**src/rtl/score_scan_ctrl_pkg.sv**
```systemverilog
// -----------------------------------------------------------------------------
// score_scan_ctrl_pkg
// Shared definitions for the two-player score keeper and its display scanner:
//   - digit_idx_e      : which of the four display digits is being driven
//   - ANODE_*          : active-low anode patterns for each digit, plus blank
//   - WINNER_*         : encoding of the winner output
//   - anode_pattern()  : maps a digit index onto its anode pattern
// -----------------------------------------------------------------------------
package score_scan_ctrl_pkg;

  // Scan order across the four digits.
  // Bit 1 selects the player and bit 0 selects tens versus ones.
  typedef enum logic [1:0] {
    DIG_P1_ONES = 2'd0,
    DIG_P1_TENS = 2'd1,
    DIG_P2_ONES = 2'd2,
    DIG_P2_TENS = 2'd3
  } digit_idx_e;

  // Active-low digit enables, one digit low at a time
  localparam logic [3:0] ANODE_P1_ONES = 4'b1110;
  localparam logic [3:0] ANODE_P1_TENS = 4'b1101;
  localparam logic [3:0] ANODE_P2_ONES = 4'b1011;
  localparam logic [3:0] ANODE_P2_TENS = 4'b0111;
  localparam logic [3:0] ANODE_BLANK   = 4'b1111;

  // Winner codes
  localparam logic [1:0] WINNER_NONE = 2'b00;
  localparam logic [1:0] WINNER_P1   = 2'b01;
  localparam logic [1:0] WINNER_P2   = 2'b10;
  localparam logic [1:0] WINNER_DRAW = 2'b11;

  // Anode pattern that lights the given digit
  function automatic logic [3:0] anode_pattern(input digit_idx_e idx);
    logic [3:0] pat;
    pat = ANODE_BLANK;
    case (idx)
      DIG_P1_ONES: pat = ANODE_P1_ONES;
      DIG_P1_TENS: pat = ANODE_P1_TENS;
      DIG_P2_ONES: pat = ANODE_P2_ONES;
      DIG_P2_TENS: pat = ANODE_P2_TENS;
      default:     pat = ANODE_BLANK;
    endcase
    return pat;
  endfunction

endpackage

```
**src/rtl/score_scan_ctrl_bcd.sv**
```systemverilog
// -----------------------------------------------------------------------------
// BCD
// Purely combinational binary-to-BCD converter for a 4-bit value (0..15).
// Ports:
//   bin  [3:0] in  : binary value
//   tens [3:0] out : tens digit (0 or 1)
//   ones [3:0] out : ones digit (0..9)
// -----------------------------------------------------------------------------
module BCD (
  input  logic [3:0] bin,
  output logic [3:0] tens,
  output logic [3:0] ones
);

  // A 4-bit input never exceeds 15, so one compare against 10 covers every case
  always_comb begin
    tens = 4'd0;
    ones = bin;
    if (bin >= 4'd10) begin
      tens = 4'd1;
      ones = bin - 4'd10;
    end
  end

endmodule

```
**src/rtl/score_scan_ctrl.sv**
```systemverilog
// -----------------------------------------------------------------------------
// score_scan_ctrl
// Keeps two player scores up to WIN_SCORE, flags the end of the game and the
// winner, and scans both scores onto a four-digit multiplexed 7-segment display
// (BCD value plus active-low anodes).
// Parameters:
//   WIN_SCORE : score that ends the game (1..15)
//   SCAN_DIV  : clocks spent on each display digit (2..2^20)
// Ports:
//   clk        in  : clock, rising edge
//   rst_n      in  : asynchronous active-low reset
//   point_p1   in  : one-cycle pulse, player 1 scored
//   point_p2   in  : one-cycle pulse, player 2 scored
//   game_clear in  : synchronous clear of scores and game state
//   score_p1   out : player 1 score
//   score_p2   out : player 2 score
//   game_over  out : high once either score reaches WIN_SCORE
//   winner     out : 00 none, 01 P1, 10 P2, 11 draw
//   anode      out : active-low digit enables (1111 = blank)
//   seg_digit  out : BCD value of the enabled digit
// -----------------------------------------------------------------------------
module score_scan_ctrl
  import score_scan_ctrl_pkg::*;
#(
  parameter int WIN_SCORE = 11,
  parameter int SCAN_DIV  = 100000
) (
  input  logic       clk,
  input  logic       rst_n,
  input  logic       point_p1,
  input  logic       point_p2,
  input  logic       game_clear,
  output logic [3:0] score_p1,
  output logic [3:0] score_p2,
  output logic       game_over,
  output logic [1:0] winner,
  output logic [3:0] anode,
  output logic [3:0] seg_digit
);

  localparam int              DIV_W    = $clog2(SCAN_DIV);
  localparam logic [DIV_W-1:0] DIV_LAST = DIV_W'(SCAN_DIV - 1);
  localparam logic [3:0]      WIN      = 4'(WIN_SCORE);

  logic             p1_at_win;
  logic             p2_at_win;
  logic [1:0]       win_code;
  logic [DIV_W-1:0] div_cnt;
  digit_idx_e       digit_idx;
  logic [3:0]       bcd_in;
  logic [3:0]       bcd_tens;
  logic [3:0]       bcd_ones;
  logic             blank;
  logic [3:0]       next_anode;
  logic [3:0]       next_seg;

  assign p1_at_win = (score_p1 == WIN);
  assign p2_at_win = (score_p2 == WIN);

  // Winner is decided from the registered scores, so a simultaneous finish
  // naturally produces a draw.
  always_comb begin
    win_code = WINNER_NONE;
    case ({p2_at_win, p1_at_win})
      2'b01:   win_code = WINNER_P1;
      2'b10:   win_code = WINNER_P2;
      2'b11:   win_code = WINNER_DRAW;
      default: win_code = WINNER_NONE;
    endcase
  end

  // Scoring. game_clear has priority over points. Increments saturate at
  // WIN_SCORE because game_over only rises one cycle after a score lands
  // there, and a pulse arriving in that gap must not push the score past it.
  always_ff @(posedge clk or negedge rst_n) begin
    if (!rst_n) begin
      score_p1  <= 4'd0;
      score_p2  <= 4'd0;
      game_over <= 1'b0;
      winner    <= WINNER_NONE;
    end else if (game_clear) begin
      score_p1  <= 4'd0;
      score_p2  <= 4'd0;
      game_over <= 1'b0;
      winner    <= WINNER_NONE;
    end else if (!game_over) begin
      if (point_p1 && !p1_at_win) score_p1 <= score_p1 + 4'd1;
      if (point_p2 && !p2_at_win) score_p2 <= score_p2 + 4'd1;
      if (p1_at_win || p2_at_win) begin
        game_over <= 1'b1;
        winner    <= win_code;
      end
    end
  end

  // Scan divider and digit index. These run freely and ignore game_clear, so
  // the display keeps its rhythm when a new game starts.
  always_ff @(posedge clk or negedge rst_n) begin
    if (!rst_n) begin
      div_cnt   <= '0;
      digit_idx <= DIG_P1_ONES;
    end else if (div_cnt == DIV_LAST) begin
      div_cnt   <= '0;
      digit_idx <= digit_idx_e'(digit_idx + 2'd1);
    end else begin
      div_cnt   <= div_cnt + 1'b1;
    end
  end

  // A single converter is shared across the digits: index bit 1 picks the player
  assign bcd_in = digit_idx[1] ? score_p2 : score_p1;

  BCD u_bcd (
    .bin  (bcd_in),
    .tens (bcd_tens),
    .ones (bcd_ones)
  );

  // Index bit 0 picks tens or ones. A zero tens digit is blanked rather than
  // shown as a leading zero.
  always_comb begin
    blank      = digit_idx[0] && (bcd_tens == 4'd0);
    next_anode = anode_pattern(digit_idx);
    next_seg   = digit_idx[0] ? bcd_tens : bcd_ones;
    if (blank) begin
      next_anode = ANODE_BLANK;
      next_seg   = 4'd0;
    end
  end

  // Display outputs are registered every cycle. They follow a new digit index
  // or a score change one cycle later and otherwise stay steady through the slot.
  always_ff @(posedge clk or negedge rst_n) begin
    if (!rst_n) begin
      anode     <= ANODE_BLANK;
      seg_digit <= 4'd0;
    end else begin
      anode     <= next_anode;
      seg_digit <= next_seg;
    end
  end

endmodule

```
**config.mk**
```make
export PLATFORM = sky130hd
export DESIGN_NAME = score_scan_ctrl
export DESIGN_NICKNAME = d
export VERILOG_FILES = /design/src/rtl/score_scan_ctrl_pkg.sv /design/src/rtl/score_scan_ctrl_bcd.sv /design/src/rtl/score_scan_ctrl.sv
export SDC_FILE = /design/constraint.sdc
export NUM_CORES = 1
export LEC_CHECK = 0
export BUFFER_PORTS_ARGS = -buffer_cell sky130_fd_sc_hd__buf_4
export CORE_ASPECT_RATIO = 1.4
export CORE_MARGIN = 1.5
export CORE_UTILIZATION = 49
export DETAILED_ROUTE_END_ITERATION = 12
export GPL_TIMING_DRIVEN = 0
export MAX_ROUTING_LAYER = met4
export PLACE_DENSITY = 0.74
export SYNTH_ARGS = -nofsm -noshare
export SYNTH_HDL_FRONTEND = slang
export SYNTH_HIERARCHICAL = 1
export SYNTH_SLANG_ARGS = --single-unit
```
**constraint.sdc**
```tcl
create_clock -name clk -period 2 [get_ports clk]
set_input_delay 0.1 -clock clk [delete_from_list [all_inputs] [get_ports clk]]
set_output_delay 0.1 -clock clk [all_outputs]
set_load 0.02 [all_outputs]
```
==> Yosys cells after proc, flatten, opt, wreduce, memory -nomap -nowiden <==
Cells that the tools add are included.
{ "word_totals": {"elab_cells": 59, "in_bits": 5, "register_bits": 38, "out_inout_bits": 19} }
{ "op_classes": {"n_addsub": 5, "n_mux": 21, "reduce_logical": 14, "order_cmp": 1, "n_eq_ne": 10} }
{ "op_table": {"columns": ["cell", "n"], "rows": [
  ["$mux 4", 11],
  ["$add 17x1->17 const B", 1],
  ["$eq 17x17->1 const B", 1],
  ["$mux 17", 1],
  ["$pmux 4 s4", 1],
  ["$add 4x1->4 const B", 2],
  ["$eq 2x2->1 const B", 4],
  ["$eq 4x4->1 const B", 2],
  ["$mux 2", 3],
  ["$pmux 2 s3", 1],
  ["$reduce_and 2->1", 3],
  ["$reduce_bool 2->1", 3],
  ["$eq 2x1->1 const B", 2],
  ["$ge 4x4->1 const B", 1],
  ["$logic_not 4->1", 1],
  ["$mux 1", 4],
  ["$sub 4x4->4 const B", 1],
  ["$logic_and 1x1->1", 3],
  ["$add 2x1->2 const B", 1],
  ["$logic_not 1->1", 2],
  ["$logic_not 2->1", 1],
  ["$ne 2x2->1 const B", 1],
  ["$logic_or 1x1->1", 1]
]} }

==> Logic depth before layout (Yosys ltp) <==
Gate-level depths: netlist (run 1).
{ "depth": {"word_depth": 6, "depth_mapped": 6, "depth_no_buf": 6} }

==> Hierarchy <==
The synthesis (run 1) kept the hierarchy.
{ "by_module_without_submodules": {"columns": ["module", "cells_each", "area_per_inst_um2", "instances"], "rows": [
  ["score_scan_ctrl", 159, 1773.0, 1],
  ["BCD", 15, 93.8, 1]
]} }

==> Worst setup path before layout (run 1) <==
No wires, ideal clock.
{ "synth_timing": {"path_kind": "reg2reg", "start": "register div_cnt[11]", "end": "register digit_idx[1]", "synth_period_minus_slack_ps": 1734, "t_required_ps": 1875, "stages_incl_launch_ff": 4, "arrival_time_ps": 1610, "setup_time_ps": 125, "setup_slack_ps": 266, "path_cell_list": "dfrtp_1 > or4_4 > nor4_4 > mux2_2"} }
{ "synth_between": {"elab_chain_len": 1} }
{ "synth_lines": {"columns": ["element", "line", "text"], "rows": [
  ["from (decl)", "score_scan_ctrl.sv:48", "logic [DIV_W-1:0] div_cnt;"],
  ["from (signal assigned)", "score_scan_ctrl.sv:106", "div_cnt <= div_cnt + 1'b1;"],
  ["$eq 17x17->1", "score_scan_ctrl.sv:102", "end else if (div_cnt == DIV_LAST) begin"],
  ["to (signal assigned)", "score_scan_ctrl.sv:104", "digit_idx <= digit_idx_e'(digit_idx + 2'd1);"],
  ["to (decl)", "score_scan_ctrl.sv:49", "digit_idx_e digit_idx;"]
]} }
No other way between the ends.
A chain may end at the register's enable or synchronous reset.

==> Worst setup path after layout (run 1) <==
Ends and elaborated chain as after synthesis.

==> impl_results.md, run 1 <==
* Outcome: finished clean
* Half-perimeter wire length of the detailed placement result at 2550 um
* Post-CTS setup buffers at 0
* Clock tree sinks at 38
* Die Wd at 55.2 um
* Remaining number of nets flagged by the antenna check after routing at 0
* Root Buffer: clkbuf_8
* Growth of design area from synthesis to finish at 20.9%
* Number of antenna violations at the first check in global routing at 0
* Fraction of layout instances using a drive strength above 1 at 0.254
* WP data arrival at 1990 ps
* Count of instances resized after the clock tree is built at 0
* Unrepaired setup endpoints after global routing: false
* Worst-case clock buffer depth at 2
* Count of placed standard cells in the final layout, fillers left out at 251
* DRC violations left at 0
* Worst setup slack for register-to-register paths at 200 ps
* Relative contribution of the clock network to total power at 0.462
* Area of all placed cells without fillers at 2260 sq um
* Synth async-reset ratio at 1.00
* Number of iterations in the first detailed-routing pass at 4
* Combinational cell fraction of total power at 0.065
* Via count of the routed design at 1362
* GRT Util Overall at 0.197
* Maximum fanout along the worst path at 5
* Std-Cell Core Area at 3640 sq um
* Number of buffers inserted during clock tree synthesis at 5
* Sequential fraction of design power at 0.472
* Number of warning messages in the yosys log at 6
* Per-cell via count in the routed design at 5.43
* Hold slack at 258 ps
* Drt initial violations at 23
* Total Neg Setup Slack at 0 ps
* Max-cap violation count at 0
* Pins over their slew limit at 0
* Share of the clock period used by the worst path at 0.902
* Largest net degree at the start of global routing at 39
* Number of synthesized register bits at 38
* Worst voltage drop across the vdd grid at 0.715 mV
* Kind of critical path: reg -> reg
* Post-layout nets at 221
* Power per Cell Area at 744 nW/um^2
* Overall die area at 4190 sq um
* Distinct cells, synth at 33
* Chip height at 76.0 um
* Netlist area before placement at 1870 sq um
* Syn avg cell area at 10.7 sq um
* Total wirelength of the detailed-routed design at 3500 um
* Count of hold buffers inserted by post-cts repair at 2
* Cell chain of the critical path: or4_4 > nor4_4 > mux2_2
* Hold crit path type: in -> reg
* Worst clock skew on the final layout at 8.19 ps
* Net Sw Frac at 0.209
* H-tree depth at 2
* Cells after Synth at 174
* Placement row count at 26
* Crit. End Element: flip-flop
* Stage delay of the slowest cell on the critical path at 560 ps
* Static leakage at 0.00102 uW
* Max Freq at 554 MHz
* Cell total after placement at 241
* Number of port buffers at 23
* Final critical delay including setup and external delays at 1800 ps
* Number of primary I/O pins at 24
* Clock latency on the worst-skew pair at 290 ps
* CTS tree: done
* Crit path launch type: flip-flop
* Final Hold Viols at 0
* Endpoints failing setup at 0
* Worst endpoint required time at 2190 ps
* Internal power consumption at 1330 uW
* # diodes at 0
* Routability congestion estimate at 0.869
* Count of flip-flops with a built-in enable after synthesis at 0
* Initial Util at 0.512
* Global-route wire length before repair at 5910 um
* Commonest register cell after synthesis: dfrtp_1
* Cell area after placement at 2100 sq um
* Congestion Overflow GR at 0
* Max stage delay cell, worst path: or4_4
* Clock-pin transition on the worst setup and hold timing paths at 80 ps
* Net switching power at 351 uW
* Routed len/inst at 13.9 um
* Sequential fraction of the synthesis area at 0.512
* Vias in the first global route at 1366
-- sequential cells by signal, indices dropped and copies added, names as in the netlist --
| signal | cells |
|---|---|
| div_cnt | 17 |
| anode | 4 |
| score_p1 | 4 |
| score_p2 | 4 |
| seg_digit | 4 |
| digit_idx | 2 |
| winner | 2 |
| game_over | 1 |
-- final timing paths --
kind,depth (start not counted),from,endpoint
worst max-delay path,3,div_cnt[11],digit_idx[1]
worst min-delay path,4,point_p1,score_p1[1]
worst max register to register,3,div_cnt[11],digit_idx[1]
worst min register to register,1,div_cnt[0],div_cnt[0]
max in group asynchronous,2,rst_n,anode[2]
min in group asynchronous,2,rst_n,score_p2[3]
-- power groups by stage --
| stage | Combinational [uW] | Sequential, uW | Clock, uW |
|---|---|---|---|
| 3_3_place_gp | 103 | 807 | 0 |
| 3_5_place_dp | 108 | 808 | 0 |
| 5_1_grt | 124 | 796 | 831 |
| 6_report | 110 | 794 | 776 |
| 2_1_floorplan | 43.2 | 821 | 0 |
| 4_1_cts | 111 | 793 | 796 |
-- per-stage QoR --
stage | total power, uW | utilization | setup WS (ps)
after floorplan | 865 | - | 266
after global routing | 1750 | 0.620 | 124
final | 1680 | 0.620 | 196
after detailed placement | 916 | 0.576 | 199
after global placement | 910 | 0.576 | 227
after CTS | 1700 | 0.620 | 189
-- per-layer routing --
| layer | wire length, um | GRT usage | vias up |
|---|---|---|---|
| met5 | 0 | - | - |
| met4 | 50 | 0.0683 | 0 |
| met3 | 120 | 0.0529 | 6 |
| met2 | 1900 | 0.325 | 29 |
| met1 | 1430 | 0.223 | 673 |
| li1 | - | - | 654 |
-- Yosys cell counts (all sizes together), types with 3 or more instances --
master / n / area, sq um
dfrtp: 34 / 851
xnor2: 13 / 114
nand2: 17 / 63.8
mux2: 9 / 101
xor2: 8 / 70.1
buf: 5 / 41.3
nand3: 11 / 55.1
nand4: 5 / 31.3
nor4: 4 / 40.0
ha: 8 / 100
dfstp: 4 / 105
nor2b: 4 / 25.0
nor2: 16 / 60.1
nand3b: 3 / 22.5
a21oi: 7 / 35.0
inv: 7 / 26.3
-- area by class of cell --
class	instances	area (sq um)
tap	42	52.6
clock buffer	5	68.8
timing repair buffer	25	193
fill	297	1390
inverter	7	26.3
sequential	38	956
clock inverter	3	68.8
multi-input combinational	125	847
buffer	6	45.0
-- critical path, delay by kind of cell, from the launching register on --
kind          cells  cell delay (ps)
mux               1              370
simple gates      2              890
flops             1              440
-- logic make-up after synthesis --
kind of cell	synth area share
xor gates and xnor gates	0.0985
buffers and inverters	0.0382
and+or+nand+nor	0.210
adders and majority gates	0.0536
other	0.00201
muxes	0.0543
AOI/OAI and AO/OA	0.0315
DFF	0.512
-- placed cells by master, fill, tap and decap left out --
master	n
dfrtp_1	34
buf_4	27
nand2_1	17
nor2_1	16
xnor2_1	13
nand3_1	11
mux2_2	9
xor2_1	8
ha_1	8
inv_1	7
a21oi_1	7
nand4_1	5
clkbuf_8	5
nor2b_1	4
dfstp_2	4
nor4_1	3
nand3b_1	3
conb_1	3
or3_1	2
and4_1	2
nor3_1	2
nand2b_1	2
bufinv_16	2
dlygate4sd3_1	2
or2_2	1
o21ai_0	1
or4_4	1
nand4b_1	1
or3b_2	1
nor4_4	1
buf_6	1
and3_1	1
a31oi_1	1
clkbuf_1	1
clkinv_4	1
o21ai_1	1
o21a_1	1
Note: power is estimated with default switching activity, not from simulation.
==> run 2, diff against run 1 <==
- GPL_TIMING_DRIVEN: 0 -> default
- PLACE_DENSITY: 0.74 -> 0.77
- clock period: 2 -> 1.6 ns (I/O delays scaled with it)
==> run 2 against run 1 <==
Routed wire length fell by 3.9%; combinational power rose by 25%; sequential share of layout area fell by 1.1 points; worst setup slack got worse by 170 ps; final cell count rose by 4.8%; clock power fell by 14%; flip-flop and latch count did not move; critical path type unchanged.
==> impl_results.md, run 2 (synthesized netlist as in run 1, its figures left out) <==
* Outcome: finished clean
* Number of port buffers at 23
* Pins over their slew limit at 0
* Max Freq at 635 MHz
* H-tree depth at 2
* Total wirelength of the detailed-routed design at 3360 um
* Hold slack at 34.2 ps
* Placement row count at 26
* Vias in the first global route at 1361
* Number of iterations in the first detailed-routing pass at 4
* Max FFs per register at 17
* Remaining number of nets flagged by the antenna check after routing at 0
* Crit. Startpoint: div_cnt[11]
* Cell chain of the critical path: or4_4 > nor4_4 > mux2_2
* Std-Cell Core Area at 3640 sq um
* Share of the clock period used by the worst path at 0.984
* Post-layout nets at 233
* DRC violations left at 0
* Worst endpoint required time at 1780 ps
* Chip height at 76.0 um
* Top reg by flops: div_cnt
* Crit. End Element: flip-flop
* Max-cap violation count at 0
* Power per Cell Area at 775 nW/um^2
* Endpoints failing setup at 0
* Clock tree sinks at 38
* Growth of design area from synthesis to finish at 24.3%
* Clock latency on the worst-skew pair at 290 ps
* Crit path launch type: flip-flop
* Per-cell via count in the routed design at 5.19
* Fraction of layout instances using a drive strength above 1 at 0.321
* Commonest non-fill, non-tap cells in the layout: 42 x buf_4, 34 x dfrtp_1, 16 x nand2_1
* Max stage delay cell, worst path: or4_4
* Overall die area at 4190 sq um
* Half-perimeter wire length of the detailed placement result at 2410 um
* Hold Startpoint: game_clear
* Stage delay of the slowest cell on the critical path at 540 ps
* Hold crit path type: in -> reg
* Global-route wire length before repair at 5820 um
* Largest net degree at the start of global routing at 39
* CTS tree: done
* Via count of the routed design at 1365
* Final critical delay including setup and external delays at 1570 ps
* Worst clock skew on the final layout at 8.82 ps
* Congestion Overflow GR at 0
* Final Hold Viols at 0
* Routability congestion estimate at 0.798
* # diodes at 0
* Worst-case clock buffer depth at 2
* Root Buffer: clkbuf_8
* Maximum fanout along the worst path at 2
* Kind of critical path: reg -> reg
* Die Wd at 55.2 um
* Crit Reg-Reg Startpoint: div_cnt[11]
* Cell total after placement at 252
* Static leakage at 0.00107 uW
* Initial Util at 0.512
* Worst voltage drop across the vdd grid at 0.622 mV
* Clock-pin transition on the worst setup and hold timing paths at 70 ps
* Number of antenna violations at the first check in global routing at 0
* Number of buffers inserted during clock tree synthesis at 5
* Unrepaired setup endpoints after global routing: true
* Most common library cell in the layout ignoring fill and taps: buf_4
* WP data arrival at 1750 ps
* GRT Util Overall at 0.192
* Drt initial violations at 44
* Routed len/inst at 12.8 um
* Count of placed standard cells in the final layout, fillers left out at 263
* Number of primary I/O pins at 24
run 2: worst paths after layout:
kind                                 to  slack, ps  depth (start not counted)
min reg2reg                 div_cnt[14]        520                          1
min in group asynchronous   score_p2[3]        280                          2
min                         score_p1[1]         30                          2
max reg2reg                digit_idx[1]         30                          3
max                        digit_idx[1]         30                          3
max in group asynchronous      anode[3]        960                          2
run 2: what timing repair did:
action,4_1_cts,5_1_grt
buffers inserted,0,2
endpoints found under the hold margin,34,0
gates resized for setup,0,5
endpoints found under the setup margin,0,15
hold buffers,1,0
run 2: critical path: cells and delay by family, from the launching register on:
family	cells	cell delay [ps]
flops	1	380
mux	1	360
simple gates	2	710
run 2: per-layer routing:
metal | vias to the layer above | track usage | share of wire
met3 | 7 | 0.0549 | 0.028
met1 | 665 | 0.217 | 0.43
met2 | 20 | 0.299 | 0.52
met4 | 0 | 0.0951 | 0.023
met5 | - | - | 0
li1 | 673 | - | -
run 2: per-stage QoR:
stage / setup WS [ps] / power, uW / util / area [sq um] / TNS [ps]
after floorplan: 3.70 / 1080 / - / 1880 / 0
after global placement: 51.6 / 1140 / 0.600 / 2180 / 0
after detailed placement: 43.1 / 1140 / 0.600 / 2180 / 0
after CTS: 25.3 / 1820 / 0.627 / 2290 / 0
after global routing: -21.5 / 1870 / 0.637 / 2320 / -37.5
final: 25.3 / 1800 / 0.637 / 2320 / 0
run 2: report_power, final:
group / total, uW / internal [uW] / switching (uW)
combinational: 137 / 57.1 / 79.5
sequential: 989 / 976 / 13.4
clock: 671 / 347 / 324
run 2: cell type report:
type | count | area, sq um
clock inverters | 1 | 5.00
fillers | 310 | 1320
inverters | 7 | 26.3
well taps | 42 | 52.6
clock buffers | 7 | 86.3
repair buffers | 43 | 325
multi-input cells | 125 | 868
flip-flops and latches | 38 | 956
==> run 3, diff against run 2 <==
- RECOVER_POWER: default -> 100
==> run 3 against run 2 <==
Final cell count did not move; global-route usage is the same; total power shrank 0.83%; routed wire length up 0.18%; non-clock buffer count unchanged; clock skew hardly changed; cell area shrank 3.7%; flip-flop and latch count unchanged; critical path type unchanged; critical endpoint unchanged.
==> impl_results.md, run 3 (synthesized netlist as in run 1, its figures left out) <==
* Outcome: finished clean
* Number of iterations in the first detailed-routing pass at 4
* Layout fillers at 331
* Max-cap violation count at 0
* Multi-input combinational cell area at 868 sq um
* Vias in the first global route at 1361
* Root Buffer: clkbuf_8
* Capture endpoint of the worst hold path: score_p1[1]
* Worst voltage drop across the vdd grid at 0.624 mV
* WP data arrival at 1750 ps
* Std-Cell Core Area at 3640 sq um
* Max Freq at 637 MHz
* Half-perimeter wire length of the detailed placement result at 2410 um
* Count of placed standard cells in the final layout, fillers left out at 263
* Commonest non-fill, non-tap cells in the layout: 34 x dfrtp_1, 23 x clkbuf_1, 17 x buf_4
* Fraction of layout instances using a drive strength above 1 at 0.217
* Routed len/inst at 12.8 um
* Final setup margin at 30.9 ps
* GR Util met3 at 0.0549
* PnR Total Power at 1780 uW
* Growth of design area from synthesis to finish at 19.7%
* Worst setup slack for register-to-register paths at 30 ps
* Number of port buffers at 23
* Final critical delay including setup and external delays at 1570 ps
* Worst clock skew on the final layout at 8.69 ps
* Hold Startpoint: game_clear
* Worst setup timing slack at the placement stage at 43.1 ps
* Max FFs per register at 17
* Hold slack at 38.2 ps
* Area of all placed cells without fillers at 2230 sq um
* GRT Max-Usage Layer: met2
* Hold crit path type: in -> reg
* Net switching power at 416 uW
* Number of buffers inserted during clock tree synthesis at 5
* Depth of the most critical reg-to-reg path at 3
* Share of the clock period used by the worst path at 0.981
* Post-layout nets at 233
* Pins over their slew limit at 0
* Global-route wire length before repair at 5820 um
* Unrepaired setup endpoints after global routing: true
* Clock tree sinks at 38
* Power per Cell Area at 798 nW/um^2
* Final Hold Viols at 0
* DRC violations left at 0
* Number of primary I/O pins at 24
* Area occupied by registers at 956 sq um
* Overall die area at 4190 sq um
* Routability congestion estimate at 0.798
* Via count of the routed design at 1389
* Combinational cell fraction of total power at 0.069
* Endpoint of the worst register-to-register path: digit_idx[1]
* CTS tree: done
* Met1 usage at 0.217
* Most common library cell in the layout ignoring fill and taps: dfrtp_1
* Cell area after placement at 2180 sq um
* Crit path launch type: flip-flop
* Pin slew with the least headroom to its limit at 906 ps
* Clock-pin transition on the worst setup and hold timing paths at 70 ps
* Crit. End Element: flip-flop
* Placement row count at 26
* Sequential fraction of design power at 0.555
* Total wirelength of the detailed-routed design at 3370 um
* Top reg by flops: div_cnt
* Drt initial violations at 46
* H-tree depth at 2
* Relative max-transition margin at 0.396
* Internal power consumption at 1370 uW
* Worst-case clock buffer depth at 2
* Worst endpoint required time at 1780 ps
* Largest net degree at the start of global routing at 39
* Relative contribution of the clock network to total power at 0.377
* Number of antenna violations at the first check in global routing at 0
* Met2 demand-to-capacity share in global routing at 0.299
* Cell total after placement at 252
* Endpoints failing setup at 0
* Die Wd at 55.2 um
* Net Sw Frac at 0.233
* Per-cell via count in the routed design at 5.28
* Static leakage at 0.000988 uW
* Maximum fanout along the worst path at 2
* GRT Util Overall at 0.192
* Chip height at 76.0 um
* Crit Reg-Reg Startpoint: div_cnt[6]
* # diodes at 0
* Clock latency on the worst-skew pair at 290 ps
* Cells on Worst Hold Path at 2
* Kind of critical path: reg -> reg
* Initial Util at 0.512
* Remaining number of nets flagged by the antenna check after routing at 0
* Congestion Overflow GR at 0
## run 3: cell count changes in the layout (fill, tap and decap cells not counted)
| cell | previous run | this run |
|---|---|---|
| mux2_1 | 0 | 1 |
| mux2_2 | 9 | 8 |
| buf_4 | 42 | 17 |
| clkbuf_2 | 0 | 1 |
| clkbuf_1 | 1 | 23 |
| clkbuf_4 | 0 | 2 |
## run 3: area by class of cell
| class | instances | area share |
|---|---|---|
| Clock buffer | 7 | 0.0386 |
| Clock inverter | 1 | 0.00224 |
| Inverter | 7 | 0.0118 |
| Multi-Input combinational cell | 125 | 0.389 |
| Sequential cell | 38 | 0.428 |
| Tap cell | 42 | 0.0235 |
| Timing Repair Buffer | 43 | 0.108 |
## run 3: through the flow
step                      setup TNS (ps)   util
final                                  0  0.613
after global routing               -50.9  0.613
after CTS                              0  0.627
after detailed placement               0  0.600
after global placement                 0  0.600
after floorplan                        0      -
## run 3: worst max-delay path, stage by stage, from the launching register on
cell and delay (ps):
dfrtp_1 390, or3b_4 410, nor4_4 300, mux2_2 360
## run 3: power by group through the flow
stage / registers (uW) / logic (uW) / clock network, uW
global placement: 1010 / 132 / 0
floorplan: 1030 / 54.0 / 0
global route: 991 / 140 / 721
CTS: 989 / 138 / 689
finish: 989 / 122 / 671
detailed placement: 1010 / 135 / 0
## run 3: worst max-delay path by stage
stage / to / slack (ps) / start / cells past startpoint
global placement: digit_idx[1] / 50 / div_cnt[11] / 3
detailed placement: digit_idx[1] / 40 / div_cnt[11] / 3
CTS: digit_idx[1] / 30 / div_cnt[11] / 3
finish: digit_idx[1] / 30 / div_cnt[6] / 3
floorplan: digit_idx[1] / 4 / div_cnt[11] / 3
global route: digit_idx[0] / -20 / div_cnt[11] / 4
## run 3: metal layers
layer | vias up | share of wire | wire length [um]
met5 | - | 0 | 0
met4 | 0 | 0.018 | 61
met3 | 8 | 0.036 | 122
met2 | 28 | 0.52 | 1760
met1 | 676 | 0.42 | 1430
li1 | 677 | - | -
## run 3: repair_timing
| action | in CTS | in global routing |
|---|---|---|
| hold buffers | 1 | 0 |
| hold endpoints to repair | 34 | 0 |
| setup buffers | 0 | 2 |
| gates resized for setup | 0 | 5 |
| endpoints found under the setup margin | 0 | 15 |
